File: config.mk
export PLATFORM = sky130hd
export DESIGN_NAME = div_unit
export DESIGN_NICKNAME = d
export VERILOG_FILES = /design/src/rtl/div_unit.sv
export SDC_FILE = /design/constraint.sdc
export NUM_CORES = 1
export LEC_CHECK = 0
export BUFFER_PORTS_ARGS = -buffer_cell sky130_fd_sc_hd__buf_4
export CORE_ASPECT_RATIO = 1.1
export CORE_MARGIN = 1.5
export CORE_UTILIZATION = 45
export CTS_BUF_LIST = sky130_fd_sc_hd__clkbuf_4
export CTS_CLUSTER_DIAMETER = 150
export CTS_CLUSTER_SIZE = 8
export DETAILED_ROUTE_END_ITERATION = 16
export SKIP_LAST_GASP = 1
export SLEW_MARGIN = 20
export SYNTH_ARGS = -nofsm -noshare
export SYNTH_HDL_FRONTEND = slang
export SYNTH_SLANG_ARGS = --single-unit
File: constraint.sdc
create_clock -name clk -period 15.1 [get_ports clk]
set_input_delay 2.265 -clock clk [delete_from_list [all_inputs] [get_ports clk]]
set_output_delay 2.265 -clock clk [all_outputs]
set_load 0.02 [all_outputs]
File: src/rtl/div_unit.sv
// div_unit: iterative radix-2 restoring divider for RV32M DIV/DIVU/REM/REMU, one quotient bit per cycle.
// Build option: define DIV_EARLY_OUT_EN to skip CALC for divide-by-zero and signed overflow.
module div_unit #(
    parameter int unsigned XLEN = 32
) (
    input  logic            clk,
    input  logic            rst,
    input  logic            in_valid,
    output logic            in_ready,
    input  logic [1:0]      op,
    input  logic [XLEN-1:0] dividend,
    input  logic [XLEN-1:0] divisor,
    input  logic            flush,
    output logic            out_valid,
    input  logic            out_ready,
    output logic [XLEN-1:0] out_result,
    output logic            busy
);
    localparam int unsigned CW = $clog2(XLEN);
    localparam logic [XLEN-1:0] MIN_NEG = {1'b1, {(XLEN-1){1'b0}}};

    typedef enum logic [1:0] {S_IDLE, S_CALC, S_DONE} state_t;

    state_t            r_state;
    state_t            w_state_nxt;
    logic              w_accept;
    logic              r_in_ready;
    logic              r_busy;
    logic              r_out_valid;
    logic [XLEN-1:0]   r_result;
    logic [XLEN-1:0]   r_q;
    logic [XLEN-1:0]   r_rem;
    logic [XLEN-1:0]   r_dvs;
    logic [XLEN-1:0]   r_src;
    logic [CW-1:0]     r_cnt;
    logic              r_op_rem;
    logic              r_neg_q;
    logic              r_neg_r;
    logic              r_dz;
    logic              r_ovf;

    logic              w_signed;
    logic              w_a_neg;
    logic              w_b_neg;
    logic              w_in_dz;
    logic              w_in_ovf;
    logic [XLEN:0]     w_rem_sh;
    logic [XLEN:0]     w_diff;
    logic              w_ge;
    logic [XLEN-1:0]   w_rem_nxt;
    logic [XLEN-1:0]   w_res;

    assign in_ready   = r_in_ready;
    assign busy       = r_busy;
    assign out_valid  = r_out_valid;
    assign out_result = r_result;

    // Operand classification at accept time
    assign w_signed = ~op[0];
    assign w_a_neg  = w_signed & dividend[XLEN-1];
    assign w_b_neg  = w_signed & divisor[XLEN-1];
    assign w_in_dz  = (divisor == '0);
    assign w_in_ovf = w_signed && (dividend == MIN_NEG) && (divisor == '1);

    // Restoring step; XLEN+1-bit trial subtract keeps the shifted-out bit
    assign w_rem_sh  = {r_rem, r_q[XLEN-1]};
    assign w_diff    = w_rem_sh - {1'b0, r_dvs};
    assign w_ge      = (w_rem_sh >= {1'b0, r_dvs});
    assign w_rem_nxt = w_ge ? XLEN'(w_diff) : XLEN'(w_rem_sh);

    // Final result with RISC-V special-case overrides
    always_comb begin
        w_res = '0;
        if (r_dz) begin
            w_res = r_op_rem ? r_src : '1;
        end else if (r_ovf) begin
            w_res = r_op_rem ? '0 : r_src;
        end else if (r_op_rem) begin
            w_res = r_neg_r ? -r_rem : r_rem;
        end else begin
            w_res = r_neg_q ? -r_q : r_q;
        end
    end

    always_comb begin
        w_state_nxt = r_state;
        w_accept    = 1'b0;
        unique case (r_state)
            S_IDLE: begin
                if (in_valid && !flush) begin
                    w_accept    = 1'b1;
                    w_state_nxt = S_CALC;
`ifdef DIV_EARLY_OUT_EN
                    if (w_in_dz || w_in_ovf) begin
                        w_state_nxt = S_DONE;
                    end
`endif
                end
            end
            S_CALC: begin
                if (r_cnt == '0) begin
                    w_state_nxt = S_DONE;
                end
            end
            S_DONE: begin
                if (r_out_valid && out_ready) begin
                    w_state_nxt = S_IDLE;
                end
            end
            default: w_state_nxt = S_IDLE;
        endcase
        if (flush) begin
            w_state_nxt = S_IDLE;
        end
    end

    always_ff @(posedge clk or posedge rst) begin
        if (rst) begin
            r_state    <= S_IDLE;
            r_in_ready <= 1'b1;
            r_busy     <= 1'b0;
        end else begin
            r_state    <= w_state_nxt;
            r_in_ready <= (w_state_nxt == S_IDLE);
            r_busy     <= (w_state_nxt != S_IDLE);
        end
    end

    // Datapath; DONE spends its first cycle registering the result
    always_ff @(posedge clk or posedge rst) begin
        if (rst) begin
            r_out_valid <= 1'b0;
            r_result    <= '0;
            r_q         <= '0;
            r_rem       <= '0;
            r_dvs       <= '0;
            r_src       <= '0;
            r_cnt       <= '0;
            r_op_rem    <= 1'b0;
            r_neg_q     <= 1'b0;
            r_neg_r     <= 1'b0;
            r_dz        <= 1'b0;
            r_ovf       <= 1'b0;
        end else if (flush) begin
            r_out_valid <= 1'b0;
            r_result    <= '0;
        end else begin
            unique case (r_state)
                S_IDLE: begin
                    if (w_accept) begin
                        r_op_rem <= op[1];
                        r_q      <= w_a_neg ? -dividend : dividend;
                        r_dvs    <= w_b_neg ? -divisor : divisor;
                        r_src    <= dividend;
                        r_neg_q  <= w_a_neg ^ w_b_neg;
                        r_neg_r  <= w_a_neg;
                        r_dz     <= w_in_dz;
                        r_ovf    <= w_in_ovf;
                        r_rem    <= '0;
                        r_cnt    <= CW'(XLEN - 1);
                    end
                end
                S_CALC: begin
                    r_q   <= {r_q[XLEN-2:0], w_ge};
                    r_rem <= w_rem_nxt;
                    r_cnt <= r_cnt - CW'(1);
                end
                S_DONE: begin
                    if (!r_out_valid) begin
                        r_result    <= w_res;
                        r_out_valid <= 1'b1;
                    end else if (out_ready) begin
                        r_result    <= '0;
                        r_out_valid <= 1'b0;
                    end
                end
                default: r_out_valid <= 1'b0;
            endcase
        end
    end
endmodule

==> Word level (Yosys, flattened, before mapping) <==
Cells that the tools add are included.
{ "totals": {"rom_bits": 0, "input_bits": 71, "ramBits": 0, "reg_bits": 175, "out_inout_bits": 35, "mem_count": 0, "latch_bits": 0} }
{ "classes": {"order_cmp": 1, "addsub": 6, "n_bitwise": 5, "n_mux": 31, "shifts": 0, "multipliers": 0, "eq_ne": 7, "n_reduce_logical": 16, "div": 0} }
{ "op_table": {"columns": ["cell", "n"], "rows": [
  ["32-bit 2-to-1 mux", 16],
  ["32-bit negation", 4],
  ["32-bit one-hot mux with 2 select lines", 2],
  ["32-bit equality test, second input constant", 2],
  ["33-bit by 32-bit >= comparator with 1-bit output", 1],
  ["32-bit logical NOT", 1],
  ["32-bit subtractor", 1],
  ["5-bit one-hot mux with 2 select lines", 1],
  ["2-bit 2-to-1 mux", 4],
  ["2-bit one-hot mux with 3 select lines", 1],
  ["3-bit AND reduction", 2],
  ["2-bit nonzero test", 3],
  ["5-bit logical NOT", 1],
  ["1-bit 2-to-1 mux", 5],
  ["5-bit 2-to-1 mux", 1],
  ["5-bit by 1-bit subtractor with 5-bit output, second input constant", 1],
  ["1-bit logical AND", 4],
  ["2-bit logical NOT", 2],
  ["3-bit != test, second input constant", 1],
  ["1-bit bitwise AND", 2],
  ["2-bit by 1-bit equality test with 1-bit output, second input constant", 1],
  ["2-bit equality test, second input constant", 1],
  ["2-bit by 1-bit != test with 1-bit output, second input constant", 1],
  ["2-bit != test, second input constant", 1],
  ["6 further kinds", 7]
]} }

==> Longest topological paths before layout <==
Gate-level depths: netlist (run 1).
{ "depth": {"word_depth": 8, "depth_mapped": 13} }

==> Worst setup path after synthesis (run 1) <==
OpenSTA, ideal clock, no wires.
{ "synth_path": {"path_type": "input -> register", "from": "in divisor[9]", "to": "reg r_dvs[29]", "setup_time_ns": 0.130, "required_ns": 14.970, "stages": 8, "setup_slack_ns": 10.777, "arrival_time_ns": 4.194, "path_buffers": 0, "path_cell_list": "or4_4 nor3_4 nand4bb_4 or3_4 or2_4 o21ai_2 xor2_1 o21ai_1"} }
{ "synth_via": {"elab_chain_len": 2} }
{ "synth_lines": {"columns": ["element", "line", "text"], "rows": [
  ["start: declaration", "12", "input logic [XLEN-1:0] divisor,"],
  ["32-bit negation", "153", "r_dvs <= w_b_neg ? -divisor : divisor;"],
  ["32-bit 2-to-1 mux", "153", null],
  ["end signal: assignment", "153", null],
  ["end: declaration", "33", "logic [XLEN-1:0] r_dvs;"]
]} }
Every way passes these cells.
A chain may end at the register's enable or synchronous reset.

==> Final worst setup path (run 1) <==
{ "layout_path": {"from": "in flush", "to": "reg r_ovf"} }
{ "layout_via": {"elab_chain_len": 5, "word_cells_on_any_way": 6} }
{ "layout_lines": {"columns": ["element", "line", "text"], "rows": [
  ["start: declaration", "13", "input logic flush,"],
  ["1-bit logical NOT", "90", "if (in_valid && !flush) begin"],
  ["1-bit logical AND", "90", null],
  ["1-bit 2-to-1 mux", "90", null],
  ["1-bit 2-to-1 mux", "88", "unique case (r_state)"],
  ["3-bit AND reduction (no line) (*)", null, null],
  ["end signal: assignment", "158", "r_ovf <= w_in_ovf;"],
  ["end: declaration", "40", "logic r_ovf;"]
]} }
Every way passes the cells marked *; elsewhere a longest branch is shown, timed or not.

==> impl_metrics.toml, run 1 <==
[logic_synthesis]
yosysWarnings = 0
ys_seq_elements = 175
yosysTopAreaCell = "dfrtp_1"
synth_edf_count = 0
synth-main-ff-cell = "dfrtp_1"
synthArstFlopShare_pct = 100.0
synth.distinct_cells = 83
syn_nets = 1692
yosys.area.top_type_share_pct = 34.34
synth_cells = 1582
yosysSeqAreaShare_pct = 34.55
netlist_top_cells_area = "dfrtp_1, nand2_1, o21ai_0, xor2_1, a21oi_1"
synth_most_common_cell = "nand2_1"
syn_area_um2 = 12680
avgSynthCellArea_um2 = 8.014
synth_common_cells = "nand2_1, dfrtp_1, o21ai_0"

[floorplanning]
die_area_um2 = 29190
design.core.area_um2 = 27790
rows = 64
io_pins = 106
start_util_pct = 45.63
die_w_um = 163.0
die_y_um = 179.0

[detailed_routing]
drtIter0Drc = 1227
drt_wl_total_um = 41690
wl_per_cell_um = 20.88
ant_nets = 0
firstDrtPassIters = 8
viasPerCell = 6.040
vias = 12060
remaining_drc_errors = 0

[clocking]
clockBufferDepth = 2
clock_latency_ns = 0.63
htree_levels = 4
cts_num_sinks = 175
cts_resized = 0
cts_buffers = 17
post_cts_buffers = 0
cts_tree = "built"
root_buffer = "clkbuf_4"
cts.clk_slew.worst_paths_ns = 0.15
cts_hold_buffers = 0

[power_and_ir_drop]
p_leak_nw = 6.068
p_clk_share_pct = 16.3
p_seq_share_pct = 32.8
swShare_pct = 46.80
power_switching_w = 0.0009707
ir_worst_vdd_uv = 68.63
internal-power_w = 0.001103
comb_power_share_pct = 50.9
power_density_nw_per_um2 = 147.6
total_power_w = 0.002074

[grt]
first_global_vias = 11460
gr-total-overflow = 0
antenna_found_initial = 1
grt_max_degree = 99
grt.total_usage_pct = 29.38
grt_pass1_wl_um = 65580

[placement]
dp.final_hpwl_um = 30990
portBuffers = 105
routabilityCongestion = 0.9246
pre_cts_ws_ns = 10.24

[sta]
tightestPinTransition_ns = 1.042
grt_setup_unrepaired = "no"
tns_ns = 0
period_needed_ns = 4.220
report.final.slew_viol_count = 0
final_hold_viol_count = 0
final-setup-viol-count = 0
setup_slack_ns = 10.88
clock.fmax_ghz = 0.2370
period_share_pct = 27.95
skew_ns = 0.02435
slew_headroom_pct = 30.53

[critical_path]
crit_fanout = 90
cp-start-kind = "input pin"
crit_path_end_kind = "register"
cp_data_arrival_time_ns = 4.76
worstSetupPathType = "input pin to register"
critPathRequiredTime_ns = 15.64

[run_status]
outcome = "finished, final reports clean"

[worst_hold_path]
min_path_type = "register to register"

[layout]
fill_cells = 2791
syn_to_final_growth_pct = 10.80
post-route-util_pct = 50.55
drive_gt1_share_pct = 11.83
fin_nets = 1729

[job]
maxCapViolations = 0
registers in the layout, indices dropped and copies added, names as in the netlist:
register / cells
busy: 1
in_ready: 1
out_result: 32
out_valid: 1
r_cnt: 5
r_dvs: 32
r_dz: 1
r_neg_q: 1
r_neg_r: 1
r_op_rem: 1
r_ovf: 1
r_q: 32
r_rem: 32
r_src: 32
r_state: 2
cell families (layout without fill, tap and decap cells):
kind of cell / after synthesis / in the layout / synth area share (%)
flip-flops: 175 / 175 / 34.55
other: 0 / 2 / 0
AO/OA/AOI/OAI: 487 / 487 / 24.55
multiplexers: 5 / 5 / 0.3948
AND/OR/NAND/NOR: 569 / 569 / 21.75
buffers and inverters: 166 / 216 / 5.102
XOR/XNOR: 141 / 141 / 9.740
adder cells (fa/ha/maj): 39 / 39 / 3.908
critical path: stages:
cell and delay [ns]:
buf_4 0.15, nor2_1 0.22, o21a_1 0.76, nand2_2 0.11, buf_4 0.40, nor4_1 0.44
nand3_1 0.18, o22ai_1 0.16
power groups by stage:
stage                     combinational (W)  clock (W)  sequential, W
final                               0.00105   0.000339       0.000681
after global routing                0.00117   0.000363       0.000693
after CTS                           0.00104   0.000344       0.000676
after detailed placement            0.00104          0       0.000685
after global placement              0.00103          0       0.000683
after floorplan                    0.000795          0       0.000630
placed cells by master (no fill, tap or decap), types with 7 or more instances in the layout:
cell | netlist | routed
a21o_1 | 11 | 11
a21oi_1 | 118 | 118
a221o_1 | 15 | 15
a22o_1 | 8 | 8
a31oi_1 | 17 | 17
a41oi_1 | 7 | 7
and2_1 | 10 | 10
and3_1 | 12 | 12
buf_4 | 0 | 119
clkbuf_4 | 0 | 17
dfrtp_1 | 174 | 174
ha_1 | 38 | 38
inv_1 | 64 | 63
nand2_1 | 280 | 279
nand2b_1 | 13 | 13
nand3_1 | 20 | 20
nand4_1 | 19 | 19
nor2_1 | 91 | 88
nor3_1 | 34 | 33
nor4_1 | 16 | 16
o211ai_1 | 22 | 22
o21ai_0 | 147 | 147
o21ai_1 | 13 | 12
o221ai_1 | 14 | 14
o22ai_1 | 14 | 14
o31ai_1 | 39 | 39
o41ai_1 | 7 | 7
or3_1 | 17 | 17
or4_1 | 10 | 10
xnor2_1 | 58 | 58
xor2_1 | 83 | 83
routing by layer:
layer  vias to the layer above  GRT usage [%]  part of all wire (%)
met5                         -              0                     0
met4                         0          10.28                   3.2
met3                        79          4.603                   5.6
met2                       412          50.87                    49
met1                      5813          37.07                    42
li1                       5758              -                     -
path summary, 6_finish.rpt:
path                           start  endpoint  slack, ns  cells after the start
setup / recovery               flush     r_ovf      10.88                      8
hold / removal              r_dvs[9]  r_dvs[9]       0.50                      2
setup reg to reg           r_rem[15]  r_rem[1]      11.36                      8
hold reg to reg             r_dvs[9]  r_dvs[9]       0.50                      2
max in group asynchronous        rst  r_cnt[1]      11.99                      3
min in group asynchronous        rst  r_dvs[1]       1.82                      2
area by class of cell:
type                            count  area (um2)  area share (%)
Multi-Input combinational cell   1241        7701           54.82
Sequential cell                   175        4380           31.18
Timing Repair Buffer              120       904.6           6.440
Tap cell                          363       454.2           3.233
Inverter                           64       245.2           1.746
Clock inverter                     15       229.0           1.630
Clock buffer                       17       127.6          0.9085
Antenna cell                        2       5.005         0.03563
stage by stage:
stage / instances / instance area (um2) / hold slack [ns]
2_1_floorplan: 1582 / 12680 / 0.4446
3_3_place_gp: 1963 / 13670 / 0.4642
3_5_place_dp: 1963 / 13670 / 0.4663
4_1_cts: 1995 / 14030 / 0.5017
5_1_grt: 1997 / 14050 / 0.5223
6_report: 1997 / 14050 / 0.5006
(Power assumes the default switching activity.)
==> inputs of run 2 (changes only) <==
--- a/config.mk
+++ b/config.mk
@@ -13,6 +13,7 @@
 export CTS_CLUSTER_DIAMETER = 150
 export CTS_CLUSTER_SIZE = 8
 export DETAILED_ROUTE_END_ITERATION = 16
+export PLACE_DENSITY = 0.65
 export SKIP_LAST_GASP = 1
 export SLEW_MARGIN = 20
 export SYNTH_ARGS = -nofsm -noshare
==> constraint.sdc (replaced) <==
create_clock -name clk -period 3.5 [get_ports clk]
set_input_delay 0.525 -clock clk [delete_from_list [all_inputs] [get_ports clk]]
set_output_delay 0.525 -clock clk [all_outputs]
set_load 0.02 [all_outputs]
==> run 2 against run 1 <==
Compared with the run above: wire length decreased by 0.89%; clock skew up 0.015 ns; sequential share of layout area shrank 0.40 points; cell area grew 1.3%; utilization is 0.65 points higher; critical path depth up 4; via count up 1.7%; total power grew to 4.3 times the previous value; sequential power rose to 4.2 times the previous value; setup slack got worse by 11 ns; worst hold slack worse by 0.47 ns; first-iteration DRC count is 24% lower; largest power group unchanged.
==> impl_metrics.toml, run 2 (same netlist as run 1, synthesis figures left out) <==
[run_status]
outcome = "finished, final reports clean"

[worst_hold_path]
min_path_type = "input pin to asynchronous set/reset pin"

[sta]
tightestPinTransition_ns = 1.050
report.final.slew_viol_count = 0
period_share_pct = 96.45
final_hold_viol_count = 0
clock.fmax_ghz = 0.2962
final-setup-viol-count = 0
setup_slack_ns = 0.1241
period_needed_ns = 3.376
tns_ns = 0
slew_headroom_pct = 30.00
grt_setup_unrepaired = "no"
skew_ns = 0.03908

[critical_path]
slowest_stage = "dfrtp_1"
worst-r2r-cell-count = 12
crit_path_end_kind = "register"
worstSetupPathType = "register to register"
r2r-start = "r_q[31]"
cp-start-kind = "register"
path_delay_family = "compound AO/OA/AOI/OAI gates"
cpPeakStageDelay_ns = 0.43
crit_fanout = 4
path_cells = "inv_1, ha_1, inv_1, fa_1, a21o_1, a221o_1, a311o_1, a21oi_1, o31a_1, o41ai_1, xor2_1, a221o_1"
reg2reg_slack_ns = 0.12
r2r-end = "r_rem[28]"
critical_path_depth = 12
timing.critical_path.buf_inv = 2
cp_data_arrival_time_ns = 3.85
critPathRequiredTime_ns = 3.98

[detailed_routing]
wl_met2_um = 19430
wl_per_cell_um = 20.43
ant_nets = 0
viasPerCell = 6.066
wl_met3_um = 2516
met1_length_um = 17480
vias = 12270
top_layer = "met4"
remaining_drc_errors = 0
drtIter0Drc = 938
drt_wl_total_um = 41320
firstDrtPassIters = 6

[clocking]
clockBufferDepth = 2
root_buffer = "clkbuf_4"
cts_hold_buffers = 0
cts_tree = "built"
htree_levels = 4
cts_resized = 0
cts_buffers = 17
cts_num_sinks = 175
cts.clk_slew.worst_paths_ns = 0.17
post_cts_buffers = 0
clock_latency_ns = 0.61

[layout]
drive_gt1_share_pct = 13.20
final_common_cell = "nand2_1"
fill_cells = 2743
syn_to_final_growth_pct = 12.23
final_cell_mix = "nand2_1, dfrtp_1, o21ai_0, buf_4, a21oi_1"
fin_nets = 1756

[grt]
grt.total_usage_pct = 28.98
gr-total-overflow = 0
grt_pass1_wl_um = 65320
first_global_vias = 11800
grt_max_degree = 98
antenna_found_initial = 1

[placement]
routabilityCongestion = 0.9315
portBuffers = 105
pre_cts_ws_ns = 0.1963
dp.final_hpwl_um = 30870

[floorplanning]
die_w_um = 163.0
io_pins = 106
design.core.area_um2 = 27790
start_util_pct = 45.63
die_area_um2 = 29190
rows = 64
die_y_um = 179.0

[power_and_ir_drop]
power_density_nw_per_um2 = 628.6
ir_worst_vdd_uv = 279.4
p_leak_nw = 6.193

[job]
maxCapViolations = 0
run 2: changes by cell type in the layout (fill, tap and decap cells not counted), sizes merged:
cell / change
inv: +1
diode: -1
buf: +27
bufinv: -3
clkinv: +2
run 2: worst max path at each step:
stage	to	slack (ns)	startpoint
2_1_floorplan	r_rem[28]	0.54	r_q[31]
5_1_grt	r_rem[28]	0.01	r_q[31]
3_5_place_dp	r_rem[28]	0.20	r_q[31]
6_report	r_rem[28]	0.12	r_q[31]
4_1_cts	r_rem[28]	0.15	r_q[31]
3_3_place_gp	r_rem[28]	0.22	r_q[31]
run 2: report_power, final:
group          total [W]  switching [W]  internal (W)
Combinational    0.00480        0.00292       0.00188
Clock            0.00128       0.000835      0.000449
Sequential       0.00286       0.000495       0.00237
run 2: per-layer routing:
metal  up-vias  track usage, %
met5         -               0
met4         0           14.07
met3       116           3.470
met2       502           48.55
met1      5852           37.11
li1       5802               -
run 2: through the flow:
| step | util [%] | total power (W) | hold WS, ns | instances | area [um2] |
|---|---|---|---|---|---|
| 6_report | 51.21 | 0.008944 | 0.03425 | 2023 | 14230 |
| 5_1_grt | 51.21 | 0.009524 | 0.05949 | 2023 | 14230 |
| 4_1_cts | 51.20 | 0.008880 | 0.04961 | 2022 | 14230 |
| 3_5_place_dp | 50.10 | 0.007606 | 0.4642 | 1990 | 13920 |
| 3_3_place_gp | 50.10 | 0.007570 | 0.4605 | 1990 | 13920 |
| 2_1_floorplan | - | 0.006149 | 0.4446 | 1582 | 12680 |
run 2: layout make-up:
class	count	area, um2	area share [%]
clock buffer	17	127.6	0.8969
tap	363	454.2	3.192
clock inverter	15	176.4	1.240
multi-input combinational	1241	7690	54.05
antenna	1	2.502	0.01759
inverter	64	244.0	1.715
timing repair buffer	147	1154	8.108
sequential	175	4380	30.79
run 2: worst min-delay path, stage by stage:
cell and delay (ns):
buf_4 0.12, clkinvlp_4 0.10, buf_12 0.34
==> inputs of run 3 (changes only) <==
--- a/config.mk
+++ b/config.mk
@@ -10,9 +10,10 @@
 export CORE_MARGIN = 1.5
 export CORE_UTILIZATION = 45
 export CTS_BUF_LIST = sky130_fd_sc_hd__clkbuf_4
-export CTS_CLUSTER_DIAMETER = 150
+export CTS_CLUSTER_DIAMETER = 100
 export CTS_CLUSTER_SIZE = 8
 export DETAILED_ROUTE_END_ITERATION = 16
+export HOLD_SLACK_MARGIN = 0.1
 export PLACE_DENSITY = 0.65
 export SKIP_LAST_GASP = 1
 export SLEW_MARGIN = 20
==> run 3 against run 2 <==
Compared with the run above: register-to-register slack about the same; critical path type unchanged; first-iteration DRC count increased by 7.4%; sequential cell count stayed put.
==> impl_metrics.toml, run 3 (same netlist as run 1, synthesis figures left out) <==
[clocking]
root_buffer = "clkbuf_4"
htree_levels = 4
cts_resized = 0
cts.clk_slew.worst_paths_ns = 0.19
clockBufferDepth = 2
cts_buffers = 17
cts_tree = "built"
cts_num_sinks = 175
clock_latency_ns = 0.60

[detailed_routing]
firstDrtPassIters = 8
drtIter0Drc = 1007
vias = 12190
ant_nets = 0
remaining_drc_errors = 0
wl_per_cell_um = 20.36
drt_wl_total_um = 41200
viasPerCell = 6.021

[grt]
antenna_found_initial = 1
gr-total-overflow = 0
first_global_vias = 11800
grt.total_usage_pct = 28.98
grt_pass1_wl_um = 65320
grt_max_degree = 98

[critical_path]
timing.critical_path.buf_inv = 2
slowest_stage = "dfrtp_1"
worstSetupPathType = "register to register"
cpPeakStageDelay_ns = 0.43
cp-start-kind = "register"
path_cells = "inv_1, ha_1, inv_1, fa_1, a21o_1, a221o_1, a311o_1, a21oi_1, o31a_1, o41ai_1, xor2_1, a221o_1"
cp_data_arrival_time_ns = 3.85
path_delay_family = "compound AO/OA/AOI/OAI gates"
crit_fanout = 4
crit_path_end_kind = "register"
critPathRequiredTime_ns = 3.97

[floorplanning]
design.core.area_um2 = 27790
io_pins = 106
rows = 64
die_y_um = 179.0
die_w_um = 163.0
start_util_pct = 45.63
die_area_um2 = 29190

[sta]
tns_ns = 0
period_needed_ns = 3.387
report.final.slew_viol_count = 0
final-setup-viol-count = 0
clock.fmax_ghz = 0.2953
period_share_pct = 96.76
tightestPinTransition_ns = 1.017
final_hold_viol_count = 0
skew_ns = 0.03812
grt_setup_unrepaired = "no"
slew_headroom_pct = 32.20

[power_and_ir_drop]
internal-power_w = 0.004699
comb_power_share_pct = 53.6
swShare_pct = 47.36
p_leak_nw = 6.198
p_clk_share_pct = 14.4
p_seq_share_pct = 32.0
power_switching_w = 0.004228
ir_worst_vdd_uv = 274.1
power_density_nw_per_um2 = 626.9

[placement]
portBuffers = 105
dp.final_hpwl_um = 30870
routabilityCongestion = 0.9315
dpl_cell_area_um2 = 13920

[run_status]
outcome = "finished, final reports clean"

[job]
maxCapViolations = 0

[layout]
syn_to_final_growth_pct = 12.31
drive_gt1_share_pct = 13.19
final_common_cell = "nand2_1"
fin_nets = 1757
fill_cells = 2742
fin_area_um2 = 14240
final_cell_mix = "nand2_1, dfrtp_1, o21ai_0, buf_4, a21oi_1"

[worst_hold_path]
min_path_type = "input pin to register"
## run 3: changes by cell type in the layout (fill, tap and decap cells not counted)
cell           previous run  this run
dlygate4sd3_1             0         1
## run 3: power by group through the flow
stage	logic [W]	registers (W)	clock network (W)
CTS	0.00474	0.00285	0.00130
global route	0.00525	0.00291	0.00137
global placement	0.00470	0.00287	0
detailed placement	0.00472	0.00289	0
floorplan	0.00343	0.00272	0
finish	0.00478	0.00286	0.00128
## run 3: cell type report
type / instances / area (um2) / area share [%]
antenna: 1 / 2.502 / 0.01757
clock buffer: 17 / 127.6 / 0.8963
clock inverter: 15 / 176.4 / 1.239
inverter: 64 / 244.0 / 1.714
multi-input combinational: 1241 / 7690 / 54.01
sequential: 175 / 4380 / 30.76
tap: 363 / 454.2 / 3.190
timing repair buffer: 148 / 1164 / 8.172
## run 3: final timing paths
check / cells past startpoint / endpoint / slack [ns] / startpoint
max in group asynchronous: 4 / r_dvs[20] / 2.39 / rst
min in group asynchronous: 4 / out_result[22] / 0.60 / rst
hold reg to reg: 2 / r_src[13] / 0.50 / r_src[13]
hold / removal: 3 / r_src[12] / 0.14 / dividend[12]
setup / recovery: 12 / r_rem[28] / 0.11 / r_q[31]
setup reg to reg: 12 / r_rem[28] / 0.11 / r_q[31]
## run 3: worst register-to-register path: cells and delay by family, from the launching register on
family	cells	cell delay, ns
AOI/OAI and AO/OA	7	1.95
adders and majority gates	2	0.57
DFF	1	0.43
xor gates and xnor gates	1	0.17
buffers and inverters	2	0.16
## run 3: metal layers
metal	GRT usage, %	part of all wire (%)	up-vias
met5	0	0	-
met4	14.07	4.4	0
met2	48.55	47	476
met3	3.470	5.9	107
li1	-	-	5804
met1	37.11	42	5799
## run 3: repair_timing
| action | 4_1_cts | 5_1_grt |
|---|---|---|
| hold buffers | 1 | 0 |
| hold endpoints to repair | 69 | 0 |
| buffers inserted | 0 | 0 |
## run 3: metrics by stage
step                      total power, W  worst slack, ns  cells  utilization (%)  hold WS [ns]
after detailed placement        0.007606           0.1963   1990            50.10        0.4642
after global placement          0.007570           0.2222   1990            50.10        0.4605
after CTS                       0.008880           0.1480   2023            51.23        0.1252
final                           0.008927           0.1133   2024            51.24        0.1409
after floorplan                 0.006149           0.5367   1582                -        0.4446
after global routing            0.009525          0.01017   2024            51.24        0.1263
